`src/rtl/mips_pkg.sv`:
```
`timescale 1ns/1ps
// mips_pkg
// Shared definitions for the MIPS pipeline front end.
//   DEFAULT_RESET_PC  : PCF value after reset
//   DEFAULT_NOP_INSTR : encoding of sll $0,$0,0, used for pipeline bubbles
//   fetch_state_t     : fetch FSM states (FETCH, HOLD, SQUASH)
//   wordAlign()       : clears the byte-offset bits of an address
//   pcPlus4()         : 32-bit modulo PC increment
package mips_pkg;

    localparam logic [31:0] DEFAULT_RESET_PC  = 32'h0000_0000;
    localparam logic [31:0] DEFAULT_NOP_INSTR = 32'h0000_0000;

    typedef enum logic [1:0] {
        FETCH  = 2'd0,
        HOLD   = 2'd1,
        SQUASH = 2'd2
    } fetch_state_t;

    function automatic logic [31:0] wordAlign(input logic [31:0] addr);
        return addr & 32'hFFFF_FFFC;
    endfunction

    // Wraps naturally: 32'hFFFF_FFFC + 4 = 0.
    function automatic logic [31:0] pcPlus4(input logic [31:0] pc);
        return pc + 32'd4;
    endfunction

endpackage

```
`src/rtl/if_id_reg.sv`:
```
`timescale 1ns/1ps
// if_id_reg
// IF/ID pipeline register. Holds the instruction handed to decode together
// with its PC+4 and a valid bit that distinguishes real instructions from
// injected bubbles.
// Ports:
//   clk, rst_n   : clock, asynchronous active-low reset
//   stallD       : hold every field (wins over flushD)
//   flushD       : load a NOP bubble
//   instrValid   : an instruction is being delivered this cycle
//   instrIn      : delivered instruction
//   pcPlus4In    : PC+4 of the delivered instruction
//   instrD       : instruction to decode
//   pcPlus4D     : PC+4 of instrD
//   validD       : instrD is real (0 = bubble)
module if_id_reg
    import mips_pkg::*;
#(
    parameter logic [31:0] NOP_INSTR = DEFAULT_NOP_INSTR
) (
    input  logic        clk,
    input  logic        rst_n,
    input  logic        stallD,
    input  logic        flushD,
    input  logic        instrValid,
    input  logic [31:0] instrIn,
    input  logic [31:0] pcPlus4In,
    output logic [31:0] instrD,
    output logic [31:0] pcPlus4D,
    output logic        validD
);

    // Priority: stall > flush > deliver > bubble. A flush or a plain bubble
    // keeps pcPlus4D so decode still sees the last real PC+4.
    always_ff @(posedge clk or negedge rst_n) begin
        if (!rst_n) begin
            instrD   <= NOP_INSTR;
            pcPlus4D <= 32'h0000_0000;
            validD   <= 1'b0;
        end else if (!stallD) begin
            if (flushD || !instrValid) begin
                instrD <= NOP_INSTR;
                validD <= 1'b0;
            end else begin
                instrD   <= instrIn;
                pcPlus4D <= pcPlus4In;
                validD   <= 1'b1;
            end
        end
    end

endmodule

```
`src/rtl/fetch_stage.sv`:
```
`timescale 1ns/1ps
// fetch_stage
// IF stage of the 5-stage MIPS pipeline plus the IF/ID register. Keeps PCF,
// fetches from a variable-latency instruction memory with a req/ready
// handshake (one request outstanding), takes branch redirects from decode
// and honours the hazard unit's stall/flush controls.
// Ports:
//   clk, rst_n           : clock, asynchronous active-low reset
//   StallF               : hold PCF and fetch progress
//   StallD               : hold the IF/ID register
//   FlushD               : clear the IF/ID register to a bubble
//   PCSrcD, PCBranchD    : taken branch in decode and its target
//   ImemReq, ImemAddr    : fetch request and word-aligned address
//   ImemReady, ImemRdata : request completion and returned instruction
//   InstrD, PCPlus4D     : instruction to decode and its PC+4
//   ValidD               : InstrD is a real instruction (0 = bubble)
module fetch_stage
    import mips_pkg::*;
#(
    parameter logic [31:0] RESET_PC  = DEFAULT_RESET_PC,
    parameter logic [31:0] NOP_INSTR = DEFAULT_NOP_INSTR
) (
    input  logic        clk,
    input  logic        rst_n,
    input  logic        StallF,
    input  logic        StallD,
    input  logic        FlushD,
    input  logic        PCSrcD,
    input  logic [31:0] PCBranchD,
    output logic        ImemReq,
    output logic [31:0] ImemAddr,
    input  logic        ImemReady,
    input  logic [31:0] ImemRdata,
    output logic [31:0] InstrD,
    output logic [31:0] PCPlus4D,
    output logic        ValidD
);

    fetch_state_t state, stateNext;
    logic [31:0]  pcF, pcFNext;
    logic [31:0]  instBuf, instBufNext;
    logic [31:0]  savedTarget, savedTargetNext;
    logic         reqFsm;
    logic         redirect;
    logic         deliver;
    logic [31:0]  deliverInstr;
    logic [31:0]  branchTarget;

    // A redirect while decode is stalled belongs to a branch that has not
    // really resolved yet, so it is ignored.
    assign redirect     = PCSrcD & ~StallD;
    assign branchTarget = wordAlign(PCBranchD);

    // Request is forced low during reset so the memory never sees a
    // request from an abandoned transaction.
    assign ImemReq  = reqFsm & rst_n;
    assign ImemAddr = pcF;

    always_ff @(posedge clk or negedge rst_n) begin
        if (!rst_n) begin
            state       <= FETCH;
            pcF         <= RESET_PC;
            instBuf     <= NOP_INSTR;
            savedTarget <= RESET_PC;
        end else begin
            state       <= stateNext;
            pcF         <= pcFNext;
            instBuf     <= instBufNext;
            savedTarget <= savedTargetNext;
        end
    end

    // PCF only ever advances together with a delivered instruction, which
    // is what keeps fetch free of lost or duplicated instructions.
    always_comb begin
        stateNext       = state;
        pcFNext         = pcF;
        instBufNext     = instBuf;
        savedTargetNext = savedTarget;
        reqFsm          = 1'b0;
        deliver         = 1'b0;
        deliverInstr    = ImemRdata;

        case (state)
            FETCH: begin
                reqFsm = 1'b1;
                if (ImemReady) begin
                    if (redirect) begin
                        pcFNext = branchTarget;
                    end else if (!StallF) begin
                        deliver = 1'b1;
                        pcFNext = pcPlus4(pcF);
                    end else begin
                        instBufNext = ImemRdata;
                        stateNext   = HOLD;
                    end
                end else if (redirect) begin
                    // The memory still owes us this word; finish the
                    // transaction and throw its data away.
                    savedTargetNext = branchTarget;
                    stateNext       = SQUASH;
                end
            end

            HOLD: begin
                deliverInstr = instBuf;
                if (redirect) begin
                    pcFNext   = branchTarget;
                    stateNext = FETCH;
                end else if (!StallF) begin
                    deliver   = 1'b1;
                    pcFNext   = pcPlus4(pcF);
                    stateNext = FETCH;
                end
            end

            SQUASH: begin
                // Keep the old address on the bus until the memory completes.
                // A later redirect replaces the saved target, including one
                // arriving in the same cycle as ImemReady.
                reqFsm = 1'b1;
                if (redirect) begin
                    savedTargetNext = branchTarget;
                end
                if (ImemReady) begin
                    pcFNext   = savedTargetNext;
                    stateNext = FETCH;
                end
            end

            default: begin
                stateNext = FETCH;
            end
        endcase
    end

    if_id_reg #(
        .NOP_INSTR (NOP_INSTR)
    ) ifIdReg (
        .clk        (clk),
        .rst_n      (rst_n),
        .stallD     (StallD),
        .flushD     (FlushD | redirect),
        .instrValid (deliver),
        .instrIn    (deliverInstr),
        .pcPlus4In  (pcPlus4(pcF)),
        .instrD     (InstrD),
        .pcPlus4D   (PCPlus4D),
        .validD     (ValidD)
    );

endmodule

```
`config.mk`:
```
export PLATFORM = sky130hd
export DESIGN_NAME = fetch_stage
export DESIGN_NICKNAME = d
export VERILOG_FILES = /design/src/rtl/mips_pkg.sv /design/src/rtl/if_id_reg.sv /design/src/rtl/fetch_stage.sv
export SDC_FILE = /design/constraint.sdc
export NUM_CORES = 1
export LEC_CHECK = 0
export CAP_MARGIN = 20
export CELL_PAD_IN_SITES_DETAIL_PLACEMENT = 2
export CELL_PAD_IN_SITES_GLOBAL_PLACEMENT = 2
export CORE_ASPECT_RATIO = 1.4
export CORE_MARGIN = 3
export CORE_UTILIZATION = 44
export DETAILED_ROUTE_END_ITERATION = 10
export DONT_BUFFER_PORTS = 1
export GPL_ROUTABILITY_DRIVEN = 1
export GPL_TIMING_DRIVEN = 0
export PLACE_DENSITY_LB_ADDON = 0.1
export SKIP_CTS_REPAIR_TIMING = 1
export SLEW_MARGIN = 20
export SYNTH_ARGS = -nofsm -noshare
export SYNTH_HDL_FRONTEND = slang
export SYNTH_HIERARCHICAL = 1
export SYNTH_SLANG_ARGS = --single-unit
```
`constraint.sdc`:
```
create_clock -name clk -period 3.1 [get_ports clk]
set_input_delay 0.62 -clock clk [delete_from_list [all_inputs] [get_ports clk]]
set_output_delay 0.62 -clock clk [all_outputs]
set_load 0.005 [all_outputs]
```
## Yosys cells after proc, flatten, opt, wreduce, memory -nomap -nowiden

Cells that the tools add are included.

| operators by class | value |
|---|---|
| add/sub/neg operators | 1 |
| equality and inequality tests | 9 |
| multiplexer cells | 24 |
| bitwise operators | 6 |
| reductions and logical operators | 11 |

Operators with widths:

| cell | count |
|---|---|
| $mux 32 | 8 |
| $pmux 32 s3 | 1 |
| $pmux 32 s2 | 1 |
| $add 32x3->32 const B | 1 |
| $mux 2 | 7 |
| $ne 3x3->1 const B | 4 |
| $ne 2x2->1 const B | 3 |
| $pmux 2 s3 | 1 |
| $mux 1 | 5 |
| $reduce_and 5->1 | 1 |
| $reduce_and 2->1 | 2 |
| $reduce_and 4->1 | 1 |
| $not 1->1 | 3 |
| $reduce_and 3->1 | 1 |
| $reduce_bool 3->1 | 1 |
| $and 1x1->1 | 2 |
| $eq 2x1->1 const B | 1 |
| $eq 2x2->1 const B | 1 |
| $logic_not 2->1 | 1 |
| $pmux 1 s2 | 1 |
| $reduce_bool 2->1 | 1 |
| $reduce_or 2->1 | 1 |
| $logic_not 1->1 | 1 |
| $logic_or 1x1->1 | 1 |
| $or 1x1->1 | 1 |

| word-level totals | value |
|---|---|
| register bits after elaboration | 163 |
| output and inout port bits | 98 |
| word-level logic and storage cells | 58 |

## Logic depth before layout (Yosys ltp)

| depth | value |
|---|---|
| depth after elaboration | 9 |
| gate-level depth with buffers | 7 |
| depth with buffers taken out | 6 |

## Cells and area by module

Netlist, hierarchy kept.

Modules (own cells, without submodules):

| module | times used | cells an instance | area each (um^2) |
|---|---|---|---|
| fetch_stage | 1 | 500 | 5346.4 |
| if_id_reg | 1 | 209 | 2580.0 |

## Worst setup path after synthesis

Ideal clock, no wire load.

| timing | value |
|---|---|
| kind | in2reg |
| start point | in PCSrcD |
| end point | reg ifIdReg.pcPlus4D[10] |
| setup time | 0.125 ns |
| arrival | 2.297 ns |
| data required time | 2.975 ns |
| slack | 0.679 ns |
| stages | 7 |
| path buffers | 3 |
| cells stage by stage | nor2b_1 > clkbuf_1 > clkbuf_1 > nor4_1 > nor3b_4 > buf_6 > mux2_2 |

| between the ends | value |
|---|---|
| cells in the longest elaborated chain, start to end | 8 |
| elaborated cells between the ends (all ways) | 9 |

Ends and longest elaborated chain:

| what | line | text |
|---|---|---|
| start, declared | fetch_stage.sv:28 | `input logic PCSrcD,` |
| $and 1x1->1 * | fetch_stage.sv:51 | `assign redirect = PCSrcD & ~StallD;` |
| $mux 1 * | fetch_stage.sv:107 | `if (redirect) begin` |
| $mux 1 | fetch_stage.sv:87 | `if (ImemReady) begin` |
| $pmux 1 s2 * | fetch_stage.sv:84 | `case (state)` |
| via deliver | fetch_stage.sv:45 | `logic deliver;` |
| $logic_not 1->1 * | if_id_reg.sv:41 | `if (flushD \|\| !instrValid) begin` |
| $logic_or 1x1->1 * | if_id_reg.sv:41 |  |
| $not 1->1 (no line) * | - |  |
| $reduce_and 2->1 (no line) * | - |  |
| end signal, assigned | if_id_reg.sv:46 | `pcPlus4D <= pcPlus4In;` |
| end, declared | if_id_reg.sv:29 | `output logic [31:0] pcPlus4D,` |

Mark *: on every way through the listed nets, which the timed path passes. The rest lies on a longest branch.
A chain may end at the register's enable or synchronous reset.

## Final worst setup path

| timing | value |
|---|---|
| start point | in PCSrcD |
| end point | reg ifIdReg.pcPlus4D[16] |

The elaborated chain is that of the path after synthesis.

==> reports/qor.txt <==
Nets@finish: 800
Drt pass-1 iters: 5
Htree depth: 4
Hold Crit Class: input pin to async pin
TritonCTS clock tree: built
Gr usage total: 25.1%
Commonest cells in the synthesized netlist: dfrtp_1, mux2_2, o21ai_0
Initial Util: 45.2%
Die height: 165 um
CP max stage delay: 0.53 ns
Yosys reg bits: 163
Instance area at placement: 8220 sq um
Final setup TNS: 0 ns
Cell with the most instances after synthesis: dfrtp_1
PwrDens: 726 nW/um^2
Row cnt: 57
Fillcell total: 1804
Die Wd: 119 um
Slew @ Worst Pin: 0.804 ns
DP HPWL: 17.7 mm
Die area: 19700 sq um
I/O pin count: 169
Share of the synthesized area in the top cell type: 51.5%
Crit-path cells: nor2b_1 > clkbuf_1 > clkbuf_1 > nor4_1 > nor3b_4 > buf_6 > mux2_2
Worst skew pair latency: 0.44 ns
Failing checks: negative hold slack
Distinct cells, synth: 49
Final WL: 24.5 mm
Worst vdd ir: 0.334 mV
Vias: 5770
Crit Path Category: input pin to flop
Final hold vios: 163
Cells after synthesis: 709
Post-route ant nets: 0
CP required: 3.41 ns
Post-synth ARST share: 100%
First-pass GRT wire length: 37.9 mm
Clk slew on worst S/H paths: 0.07 ns
CP Data Arrival Time: 2.91 ns
DRC Markers: 0
Largest cells by area after synthesis: dfrtp_1, mux2_2, o21ai_0
Crit-path slowest cell: nor3b_4
TritonCTS buffer count: 17
# setup viols final: 0
Register area share after synthesis: 51.5%
Core Region: 17500 sq um
Post-synth top area cell: dfrtp_1
Layout area overhead: 11.0%
Design area: 8800 sq um
Worst rel slew slack: 46.4%
Max-Cap Viols: 0
Final hold slack: -0.124 ns
P_leak: 3.61 nW
Clock tree sinks: 163
Drt wl/cell: 25.1 um
Vias per cell: 5.91
Clock Skew: 0.0132 ns
CP Capture Type: flop
Root Buffer Master: clkbuf_16
Iter 0 DRT Violations: 271
Largest net degree at the start of global routing: 165
GPL Wtd Cong: 0.794
Diode count: 0
Main synth FF type: dfrtp_1
CP Launch Type: input pin
R2r worst-path depth: 6
Synth Cell Area: 7930 sq um
CTS max path bufs: 2
Total nets after synthesis: 781
Final Max Tran Viols: 0
Initial antenna violation count: 1
RSZ-0062 raised after global routing: false
Synth warnings: 6
Period Utilization, post-route: 83.6%
Fraction of layout cells with a size suffix above 1: 23.5%
Worst Path Max Fanout: 10
Fin crit period: 2.59 ns
Most frequent CP cell: clkbuf_1
Gr ovfl total: 0
Number of synthesized flops with an enable pin: 0
Max Fclk: 0.386 GHz
Status: finished, violations left
Vias in the first global route: 6680
Syn_area_per_cell: 11.2 sq um
IO buf count: 0
[worst max-delay path: cells and delay by family]
| family | cells | cell delay, ns |
|---|---|---|
| mux | 1 | 0.35 |
| buf+inv | 3 | 0.88 |
| simple gates | 3 | 1.04 |
[stage by stage]
stage                     util, %  power [W]  instances  hold slack, ns  setup WS (ns)
after CTS                    50.2    0.00646        977          -0.143          0.478
after global placement       46.9    0.00422        945           0.328         0.0730
after floorplan                 -    0.00391        709           0.324          0.679
final                        50.2    0.00639        977          -0.124          0.508
after global routing         50.2    0.00672        977          -0.144          0.302
after detailed placement     46.9    0.00435        945           0.328         0.0679
[sequential cells by signal, summed over array words and instances, names as in the netlist]
register	count
instBuf	32
ifIdReg/pcPlus4D	32
state	2
ifIdReg/validD	1
ImemAddr	32
savedTarget	32
ifIdReg/instrD	32
[logic make-up after synthesis]
| group | after synthesis | share of synthesized area (%) |
|---|---|---|
| AND/OR/NAND/NOR | 188 | 12.5 |
| flip-flops | 163 | 51.5 |
| AO/OA/AOI/OAI | 146 | 11.7 |
| buffers and inverters | 56 | 3.11 |
| multiplexers | 127 | 18.0 |
| adder cells (fa/ha/maj) | 1 | 0.158 |
| XOR/XNOR | 28 | 3.09 |
[placed cells by master, fill, tap and decap left out, types with 15 or more instances in the layout]
| master | instances |
|---|---|
| dfrtp_1 | 163 |
| o21ai_0 | 69 |
| clkbuf_16 | 17 |
| clkbuf_1 | 33 |
| nand2b_1 | 36 |
| nand2_1 | 64 |
| nor2_1 | 28 |
| mux2_2 | 124 |
| nand3_1 | 15 |
| a21oi_1 | 15 |
| xnor2_1 | 17 |
[power breakdown]
group	internal, W	total [W]	leakage (nW)	switching [W]
clock	0.00116	0.00209	0.271	0.000923
sequential	0.00265	0.00319	2.03	0.000540
combinational	0.000584	0.00112	1.31	0.000532
total	0.00439	0.00639	3.61	0.00200
[final cells by class]
cell class | instances | area [sq um] | share of cell area [%]
buffer | 49 | 220 | 2.50
clock buffer | 20 | 457 | 5.19
clock inverter | 12 | 124 | 1.41
inverter | 7 | 26.3 | 0.299
multi-input combinational | 490 | 3600 | 40.9
sequential | 163 | 4080 | 46.3
tap | 236 | 295 | 3.35
[layer usage]
layer  up-vias  wire length [um]  global-route usage (%)
li1       2566                 -                       -
met1      2991              8860                    27.1
met2       175             13400                    46.2
met3        36              1720                    7.81
met4         2               473                    8.81
met5         -                13                       0
[path summary, 6_finish.rpt]
check,start,to,slack (ns)
setup / recovery,PCSrcD,ifIdReg/pcPlus4D[16]$_DFFE_PN0P_,0.51
hold / removal,rst_n,ifIdReg/instrD[15]$_DFFE_PN0N_,-0.12
setup reg to reg,ImemAddr[2]$_DFFE_PN0P_,ImemAddr[30]$_DFFE_PN0P_,0.51
hold reg to reg,instBuf[27]$_DFFE_PN0P_,instBuf[27]$_DFFE_PN0P_,0.50
max in group asynchronous,rst_n,ifIdReg/pcPlus4D[13]$_DFFE_PN0P_,2.92
min in group clk,ImemReady,state[1]$_DFFE_PN0P_,0.25
Note: power is estimated with default switching activity, not from simulation.
